File: src/rtl/sysctrl_host_if.sv
// Signal bundle between the sysctrl byte-link initiator and its local/link neighbours.
// The master modport is the initiator's view; slave is the view of whoever drives it.
interface sysctrl_host_if;
    logic       req_valid;
    logic       req_ready;
    logic [7:0] req_cmd;
    logic [3:0] req_len;
    logic       pl_we;
    logic [3:0] pl_addr;
    logic [7:0] pl_data;
    logic       link_strobe;
    logic       link_start;
    logic [7:0] link_data;
    logic [7:0] link_rdata;
    logic       rsp_done;
    logic [3:0] rsp_addr;
    logic [7:0] rsp_data;
    logic       busy;

    modport master (
        input  req_valid, req_cmd, req_len, pl_we, pl_addr, pl_data, link_rdata, rsp_addr,
        output req_ready, link_strobe, link_start, link_data, rsp_done, rsp_data, busy
    );

    modport slave (
        output req_valid, req_cmd, req_len, pl_we, pl_addr, pl_data, link_rdata, rsp_addr,
        input  req_ready, link_strobe, link_start, link_data, rsp_done, rsp_data, busy
    );
endinterface

File: src/rtl/sysctrl_host.sv
// Initiator for the MCU byte-command link: sends a command byte plus 0..15 payload bytes
// as single-cycle strobes and captures one response byte after each payload strobe.
module sysctrl_host #(
    parameter int unsigned GAP   = 2,
    parameter int unsigned DEPTH = 16
) (
    input logic           clk,
    input logic           reset,
    sysctrl_host_if.master bus
);

    typedef enum logic [2:0] {
        StIdle,
        StCmd,
        StGap,
        StPayload,
        StCapture,
        StDone
    } state_e;

    localparam logic [3:0] GapLoad   = 4'(GAP);
    localparam logic [3:0] GapReload = 4'(GAP - 1);

    state_e     state_q, state_d;
    logic [7:0] cmd_q, cmd_d;
    logic [3:0] len_q, len_d;
    logic [3:0] idx_q, idx_d;
    logic [3:0] gap_q, gap_d;
    logic       strobe_q, strobe_d;
    logic       start_q, start_d;
    logic [7:0] data_q, data_d;
    logic       rsp_we;

    logic [7:0] pl_mem  [DEPTH];
    logic [7:0] rsp_mem [DEPTH];

    always_comb begin
        state_d = state_q;
        cmd_d   = cmd_q;
        len_d   = len_q;
        idx_d   = idx_q;
        gap_d   = gap_q;
        rsp_we  = 1'b0;
        unique case (state_q)
            StIdle: begin
                if (bus.req_valid) begin
                    cmd_d   = bus.req_cmd;
                    len_d   = bus.req_len;
                    idx_d   = 4'd0;
                    state_d = StCmd;
                end
            end
            StCmd: begin
                if (len_q == 4'd0) begin
                    state_d = StCapture;
                end else begin
                    gap_d   = GapLoad;
                    state_d = StGap;
                end
            end
            // gap_q holds the number of quiet cycles still to spend, including this one
            StGap: begin
                if (gap_q <= 4'd1) state_d = StPayload;
                else               gap_d   = gap_q - 4'd1;
            end
            StPayload: state_d = StCapture;
            StCapture: begin
                if (len_q == 4'd0) begin
                    state_d = StDone;
                end else begin
                    rsp_we = 1'b1;
                    if (idx_q == 4'(len_q - 4'd1)) begin
                        state_d = StDone;
                    end else begin
                        idx_d = idx_q + 4'd1;
                        // capture already served as the first quiet cycle
                        if (GAP <= 1) begin
                            state_d = StPayload;
                        end else begin
                            gap_d   = GapReload;
                            state_d = StGap;
                        end
                    end
                end
            end
            StDone:  state_d = StIdle;
            default: state_d = StIdle;
        endcase

        strobe_d = (state_d == StCmd) || (state_d == StPayload);
        start_d  = (state_d == StCmd);
        if (state_d == StCmd)          data_d = cmd_d;
        else if (state_d == StPayload) data_d = pl_mem[idx_d];
        else                           data_d = data_q;
    end

    always_ff @(posedge clk) begin
        if (reset) begin
            state_q  <= StIdle;
            cmd_q    <= 8'd0;
            len_q    <= 4'd0;
            idx_q    <= 4'd0;
            gap_q    <= 4'd0;
            strobe_q <= 1'b0;
            start_q  <= 1'b0;
            data_q   <= 8'd0;
        end else begin
            state_q  <= state_d;
            cmd_q    <= cmd_d;
            len_q    <= len_d;
            idx_q    <= idx_d;
            gap_q    <= gap_d;
            strobe_q <= strobe_d;
            start_q  <= start_d;
            data_q   <= data_d;
        end
    end

    // Buffers are deliberately left out of reset.
    always_ff @(posedge clk) begin
        if (bus.pl_we && (state_q == StIdle)) pl_mem[bus.pl_addr] <= bus.pl_data;
        if (rsp_we) rsp_mem[idx_q] <= bus.link_rdata;
    end

    assign bus.link_strobe = strobe_q;
    assign bus.link_start  = start_q;
    assign bus.link_data   = data_q;
    assign bus.busy        = (state_q != StIdle);
    assign bus.req_ready   = (state_q == StIdle);
    assign bus.rsp_done    = (state_q == StDone);
    assign bus.rsp_data    = rsp_mem[bus.rsp_addr];

endmodule

File: src/flat_wrapper.sv
// flat-port wrapper written by rule: the top's interface ports become plain ports
module sysctrl_host_flat 
#(
    parameter int unsigned GAP   = 2,
    parameter int unsigned DEPTH = 16
)
  (clk, reset, bus_req_valid, bus_req_cmd, bus_req_len, bus_pl_we, bus_pl_addr, bus_pl_data, bus_link_rdata, bus_rsp_addr, bus_req_ready, bus_link_strobe, bus_link_start, bus_link_data, bus_rsp_done, bus_rsp_data, bus_busy);
  sysctrl_host_if bus_i ();
  input logic clk;
  input logic reset;
  input wire logic [$bits(bus_i.req_valid)-1:0] bus_req_valid;
  input wire logic [$bits(bus_i.req_cmd)-1:0] bus_req_cmd;
  input wire logic [$bits(bus_i.req_len)-1:0] bus_req_len;
  input wire logic [$bits(bus_i.pl_we)-1:0] bus_pl_we;
  input wire logic [$bits(bus_i.pl_addr)-1:0] bus_pl_addr;
  input wire logic [$bits(bus_i.pl_data)-1:0] bus_pl_data;
  input wire logic [$bits(bus_i.link_rdata)-1:0] bus_link_rdata;
  input wire logic [$bits(bus_i.rsp_addr)-1:0] bus_rsp_addr;
  output wire logic [$bits(bus_i.req_ready)-1:0] bus_req_ready;
  output wire logic [$bits(bus_i.link_strobe)-1:0] bus_link_strobe;
  output wire logic [$bits(bus_i.link_start)-1:0] bus_link_start;
  output wire logic [$bits(bus_i.link_data)-1:0] bus_link_data;
  output wire logic [$bits(bus_i.rsp_done)-1:0] bus_rsp_done;
  output wire logic [$bits(bus_i.rsp_data)-1:0] bus_rsp_data;
  output wire logic [$bits(bus_i.busy)-1:0] bus_busy;
  assign bus_i.req_valid = bus_req_valid;
  assign bus_i.req_cmd = bus_req_cmd;
  assign bus_i.req_len = bus_req_len;
  assign bus_i.pl_we = bus_pl_we;
  assign bus_i.pl_addr = bus_pl_addr;
  assign bus_i.pl_data = bus_pl_data;
  assign bus_i.link_rdata = bus_link_rdata;
  assign bus_i.rsp_addr = bus_rsp_addr;
  assign bus_req_ready = bus_i.req_ready;
  assign bus_link_strobe = bus_i.link_strobe;
  assign bus_link_start = bus_i.link_start;
  assign bus_link_data = bus_i.link_data;
  assign bus_rsp_done = bus_i.rsp_done;
  assign bus_rsp_data = bus_i.rsp_data;
  assign bus_busy = bus_i.busy;
  sysctrl_host #(.GAP(GAP), .DEPTH(DEPTH)) u_core (.clk(clk), .reset(reset), .bus(bus_i));
endmodule
File: config.mk
export PLATFORM = sky130hd
export DESIGN_NAME = sysctrl_host_flat
export DESIGN_NICKNAME = d
export VERILOG_FILES = /design/src/rtl/sysctrl_host_if.sv /design/src/rtl/sysctrl_host.sv /design/src/flat_wrapper.sv
export SDC_FILE = /design/constraint.sdc
export NUM_CORES = 1
export LEC_CHECK = 0
export ABC_CLOCK_PERIOD_IN_PS = 5200
export CELL_PAD_IN_SITES_DETAIL_PLACEMENT = 1
export CELL_PAD_IN_SITES_GLOBAL_PLACEMENT = 1
export CORE_MARGIN = 4
export CORE_UTILIZATION = 35
export DETAILED_ROUTE_END_ITERATION = 7
export DONT_BUFFER_PORTS = 1
export PLACE_DENSITY_LB_ADDON = 0.1
export SLEW_MARGIN = 20
export SYNTH_ARGS = -nofsm -noshare
export SYNTH_HDL_FRONTEND = slang
export SYNTH_SLANG_ARGS = --single-unit
File: constraint.sdc
create_clock -name clk -period 5.2 [get_ports clk]
set_clock_uncertainty 0.2 [all_clocks]
set_input_delay 1.04 -clock clk [delete_from_list [all_inputs] [get_ports clk]]
set_output_delay 1.04 -clock clk [all_outputs]
set_load 0.02 [all_outputs]
== Word level (Yosys, flattened, before mapping) ==
Memory sizes are Yosys's and may differ from the RTL's.
Index checks and enable logic that the tools add are counted.

* Memories kept: 2
* Output and inout port bits: 21
* RAM bits: 256
* Register bits after elaboration: 33
* Input port bits: 40
* Word-level logic and storage cells: 60

{| class="wikitable"
|+ Memories
! name !! depth !! bits a word !! rd ports !! clocked after memory_dff !! write ports !! RTL line !! RTL
|-
| u_core.pl_mem || 16 || 8 || 1 || 0 || 1 || sysctrl_host.sv:34 || <nowiki>logic [7:0] pl_mem [DEPTH];</nowiki>
|-
| u_core.rsp_mem || 16 || 8 || 1 || 0 || 1 || sysctrl_host.sv:35 || <nowiki>logic [7:0] rsp_mem [DEPTH];</nowiki>
|}

* Reduce and logical (&&, ||, !) cells: 9
* Equal/unequal tests: 12
* Add/subtract/negate cells: 3
* Order comparisons: 1
* Muxes and demuxes: 25

{| class="wikitable"
|+ Operator list
! kind !! count
|-
| 2-to-1 mux 8 bit || 4
|-
| 2-to-1 mux 4 bit || 7
|-
| 2-to-1 mux 3 bit || 5
|-
| one-hot mux 3 bit (5 select lines) || 1
|-
| one-hot mux 4 bit (3 select lines) || 1
|-
| equality test 3 x 2 -> 1 bit, second input constant || 3
|-
| inequality test 2 bit, second input constant || 4
|-
| one-hot mux 4 bit (2 select lines) || 1
|-
| subtractor 4 x 1 -> 4 bit, second input constant || 2
|-
| equality test 3 x 1 -> 1 bit, second input constant || 2
|-
| equality test 3 bit, second input constant || 2
|-
| 2-to-1 mux 1 bit || 6
|-
| nonzero test 3 bit || 2
|-
| AND reduction 5 bit || 1
|-
| adder 4 x 1 -> 4 bit, second input constant || 1
|-
| equality test 4 bit || 1
|-
| <= comparator 4 x 1 -> 1 bit, second input constant || 1
|-
| logical NOT 4 bit || 1
|-
| logical NOT 3 bit || 1
|-
| AND reduction 2 bit || 1
|-
| nonzero test 2 bit || 1
|-
| logical AND 1 bit || 1
|-
| logical OR 1 bit || 1
|}

== Longest topological paths before layout ==
* Word-level depth: 8
* Depth in mapped cells: 13
* Depth with buffers taken out: 10

== Worst setup path before layout ==
OpenSTA, ideal clock, no wires.

* Path kind: input-to-output
* From: input port bus_rsp_addr[0]
* To: output port bus_rsp_data[0]
* Stages: 4
* Arrival: 2,899 ps
* Path buffers: 2
* Data required time: 3,960 ps
* Path slack: 1,061 ps
* Cells stage by stage: clkbuf_1 -> buf_1 -> mux4_2 -> mux4_2

* Cells in the longest elaborated chain, start to end: 1

{| class="wikitable"
|+ Ends and longest elaborated chain
! element !! RTL line !! RTL
|-
| start, declared || flat_wrapper.sv:18 || <nowiki>input wire logic [$bits(bus_i.rsp_addr)-1:0] bus_rsp_addr;</nowiki>
|-
| memory read (16 x 8 bit) || n/a ||
|-
| end, declared || flat_wrapper.sv:24 || <nowiki>output wire logic [$bits(bus_i.rsp_data)-1:0] bus_rsp_data;</nowiki>
|}

Every way passes these cells.

== Worst setup path after layout ==
* From: register u_core.len_q[0]
* To: register u_core.data_q[5] (netlist: u_core.bus.link_data[5])

* Cells in the longest elaborated chain, start to end: 8
* Elaborated cells between the ends (all ways): 16
* Those cells by class: add/sub: 1; eq/ne: 3; mux: 9; reduce/logical: 2; memory: 1

{| class="wikitable"
|+ Ends and longest elaborated chain
! element !! RTL line !! RTL
|-
| start, declared || sysctrl_host.sv:26 || <nowiki>logic [3:0] len_q, len_d;</nowiki>
|-
| start signal, assigned || sysctrl_host.sv:110 || <nowiki>len_q <= len_d;</nowiki>
|-
| subtractor 4 x 1 -> 4 bit || sysctrl_host.sv:72 || <nowiki>if (idx_q == 4'(len_q - 4'd1)) begin</nowiki>
|-
| equality test 4 bit || sysctrl_host.sv:72 ||
|-
| 2-to-1 mux 4 bit || sysctrl_host.sv:72 ||
|-
| 2-to-1 mux 4 bit || sysctrl_host.sv:68 || <nowiki>if (len_q == 4'd0) begin</nowiki>
|-
| one-hot mux 4 bit (2 select lines) || sysctrl_host.sv:44 || <nowiki>unique case (state_q)</nowiki>
|-
| memory read (16 x 8 bit) || n/a ||
|-
| 2-to-1 mux 8 bit || sysctrl_host.sv:93 || <nowiki>else if (state_d == StPayload) data_d = pl_mem[idx_d];</nowiki>
|-
| 2-to-1 mux 8 bit || sysctrl_host.sv:92 || <nowiki>if (state_d == StCmd) data_d = cmd_d;</nowiki>
|-
| end signal, assigned || sysctrl_host.sv:115 || <nowiki>data_q <= data_d;</nowiki>
|-
| end, declared || sysctrl_host.sv:31 || <nowiki>logic [7:0] data_q, data_d;</nowiki>
|}

Several ways; a longest one is shown, not always the timed one. The select of a mux whose other input is x is not followed.
A chain may end at the register's enable or synchronous reset.

==> Implementation_results.wiki <==
{| class="wikitable"
! Metric !! Value
|-
| Die W || 191.9 µm
|-
| Area of the mapped netlist || 11830 µm²
|-
| Number of diodes added for antenna fixing || 0
|-
| Largest stage delay on the critical path || 0.87 ns
|-
| Source-to-sink clock delay at the later pin of the worst-skew pair || 0.51 ns
|-
| Number of standard-cell rows in the floorplan || 67
|-
| Sum of negative setup slack || 0 ns
|-
| Hold Fails Final Rpt || 0
|-
| Post-DP HPWL || 19550 µm
|-
| Top-level I/O count || 61
|-
| Unrepaired setup endpoints after global routing || no
|-
| Initial Util || 0.3538
|-
| Area enclosed by the die boundary || 36810 µm²
|-
| Register clock-pin slew on the reported worst setup and hold paths || 0.06 ns
|-
| First-pass GRT wire length || 43790 µm
|-
| Average routed wire per standard cell || 23.90 µm
|-
| Cells along the critical path || inv_1 > ha_1 > nor3b_1 > nor2_4 > o21ai_4 > mux2i_4 > nor3_4 > a221o_1 > a21oi_1 > a41o_1
|-
| Number of buffers added for setup after CTS || 0
|-
| Layout Nets || 784
|-
| Total global-route track usage || 0.1592
|-
| Type of destination of the critical path || flip-flop
|-
| Number of warnings printed during yosys synthesis || 0
|-
| Most frequent cells in the layout || edfxtp_1, nand2_1, nor2_1
|-
| Layout cell share with drive strength beyond 1 || 0.1662
|-
| Area of the core || 33450 µm²
|-
| Number of global-route vias before repair || 6780
|-
| Die Y || 191.9 µm
|-
| Via density per instance || 5.159
|-
| # setup viols final || 0
|-
| Routed vias || 6222
|-
| Depth of the worst hold-timing path || 2
|-
| Status || finished clean
|-
| Worst-Margin Slew || 1.109 ns
|-
| Gates resized, CTS repair || 0
|-
| Library cell used as clock root buffer || clkbuf_16
|-
| Max Clock Freq || 273.4 MHz
|-
| Syn_nets || 779
|-
| Final routed wirelength across all metal layers || 28820 µm
|-
| Total number of H-tree levels || 2
|-
| Min Clock Period, post-route || 3.658 ns
|-
| Leak pwr || 4.358 nW
|-
| Instance count of the mapped netlist || 731
|-
| Slew Viols, Final || 0
|-
| Worst reg-to-reg setup slack || 1.54 ns
|-
| Hold Startpoint || u_core.cmd_q[3]
|-
| Quantity of I/O buffers inserted on ports || 0
|-
| Startpoint type of the worst setup path || flip-flop
|-
| Min-Delay Path Class || reg -> reg
|-
| Fraction of registers with async set or reset after synthesis || 0
|-
| Number of filler cells placed in the layout || 3272
|-
| Number of synthesized flops with an enable pin || 256
|-
| Total congestion overflow after global routing || 0
|-
| Top fanout value on the critical path || 24
|-
| Maximum vdd ir drop || 0.1874 mV
|-
| ANT nets after route || 0
|-
| Buffer levels on the longest clock path || 3
|-
| Synthesized area divided by synthesized cell count || 16.19 µm²
|-
| Critical path class || reg -> reg
|-
| Final weighted congestion in routability-driven placement || 0.7359
|-
| Number of standard cells in the final layout excluding fillers || 1206
|-
| End of the worst register-to-register path || u_core.bus.link_data[5]
|-
| Data arrival, critical path || 3.91 ns
|-
| Pin count of the biggest net entering global routing || 44
|-
| Final critical-path share of the clock period || 0.7035
|-
| Synth cell types || 63
|-
| Flop and latch count out of synthesis || 289
|-
| Pre-CTS WS || 1.494 ns
|-
| Cell type of the slowest stage on the worst timing path || mux2i_4
|-
| DR DRC count || 0
|-
| Worst Setup Slack, final || 1.542 ns
|-
| Startpoint of the most critical register-to-register path || u_core.len_q[0]
|-
| First-pass DRT Iterations || 4
|-
| Area grow syn2layout || 13.00%
|-
| Num CTS Buffers || 34
|-
| Worst reg-to-reg path cell count || 10
|-
| Crit path required time || 5.46 ns
|-
| Post-CTS Hold Buffers || 0
|-
| Hold path endpoint || u_core.cmd_q[3]
|-
| Seq/Total Area, Yosys || 0.7055
|-
| Iteration-0 DRC Markers || 323
|-
| Max transition margin || 0.2576
|-
| Most common library cell in the layout ignoring fill and taps || edfxtp_1
|-
| Placed Cells incl. Taps || 1148
|-
| Max-cap viol count || 0
|-
| Primary flip-flop cell chosen by synthesis mapping || edfxtp_1
|-
| Ratio of total power to cell area || 407.0 nW/µm²
|-
| Initial antenna violation count || 0
|-
| Number of clock sinks || 289
|-
| TritonCTS clock tree || yes
|}
==> sequential cells by signal, summed over array words and instances (netlist names) <==
signal                  cells
u_core.bus.link_data        8
u_core.bus.link_start       1
u_core.bus.link_strobe      1
u_core.cmd_q                8
u_core.gap_q                4
u_core.idx_q                4
u_core.len_q                4
u_core.pl_mem             128
u_core.rsp_mem            128
u_core.state_q              3
==> power by group <==
group | internal [mW] | switching [mW]
Clock | 1.43 | 0.914
Sequential | 2.59 | 0.0724
Combinational | 0.164 | 0.274
==> final cells by class <==
type                       count  area, µm²  area share
clock buffer                  40      894.6     0.06691
clock inverter                18      202.7     0.01516
inverter                      12      45.04    0.003369
multi-input combinational    394       3282      0.2455
sequential                   289       8348      0.6244
tap                          448      560.5     0.04192
timing repair buffer           5      37.54    0.002807
==> how the worst max path moves through the flow <==
stage / startpoint / endpoint / slack [ns]
after floorplan: bus_rsp_addr[0] / bus_rsp_data[0] / 1.06
after global placement: bus_req_valid / u_core.bus.link_data[3] / 1.44
after detailed placement: u_core.len_q[0] / u_core.bus.link_data[7] / 1.49
after CTS: u_core.len_q[0] / u_core.bus.link_data[5] / 1.50
after global routing: u_core.len_q[0] / u_core.bus.link_data[5] / 1.29
final: u_core.len_q[0] / u_core.bus.link_data[5] / 1.54
==> layer usage <==
metal,vias up,wire [µm],track usage
li1,2858,-,-
met1,3230,12330,0.2085
met2,93,14600,0.2722
met3,41,1219,0.03181
met4,0,676,0.04171
met5,-,0,0
==> worst max-delay path: cells and delay by family, from the launching register on <==
kind,cells,cell delay [ns]
AO/OA/AOI/OAI,4,0.90
adder cells (fa/ha/maj),1,0.16
buffers and inverters,1,0.10
flip-flops,1,0.36
multiplexers,1,0.87
AND/OR/NAND/NOR,3,1.02
==> stage by stage <==
step           instance area, µm²  hold WS (ns)  utilization  total power [mW]
2_1_floorplan               11830        0.2324            -             3.032
3_3_place_gp                12260        0.2497       0.3666             3.142
3_5_place_dp                12270        0.2479       0.3668             3.153
4_1_cts                     13370        0.2566       0.3996             5.520
5_1_grt                     13370        0.2910       0.3997             5.655
6_report                    13370        0.2548       0.3997             5.442
==> cell usage after synthesis (all sizes together) (8+ instances only) <==
cell type	n	share of area
nor2	65	0.021
nand3	12	0.0051
mux4	40	0.076
clkbuf	13	0.0041
dfxtp	33	0.056
nand2	73	0.023
ha	8	0.0085
inv	12	0.0038
a21oi	32	0.014
edfxtp	256	0.65
o211ai	10	0.0072
o21ai	8	0.0043
nor3	12	0.0073
buf	23	0.012
mux2	9	0.0095
mux2i	46	0.040
==> logic make-up (layout without fill, tap and decap cells) <==
family,count (synthesis),count (layout),share of synthesized area
AOI/OAI and AO/OA,96,96,0.05900
xor gates and xnor gates,6,6,0.006873
adders and majority gates,8,8,0.008460
buffers and inverters,48,75,0.01977
DFF,289,289,0.7055
muxes,95,95,0.1256
and+or+nand+nor,189,189,0.07476
(Power assumes the default switching activity.)
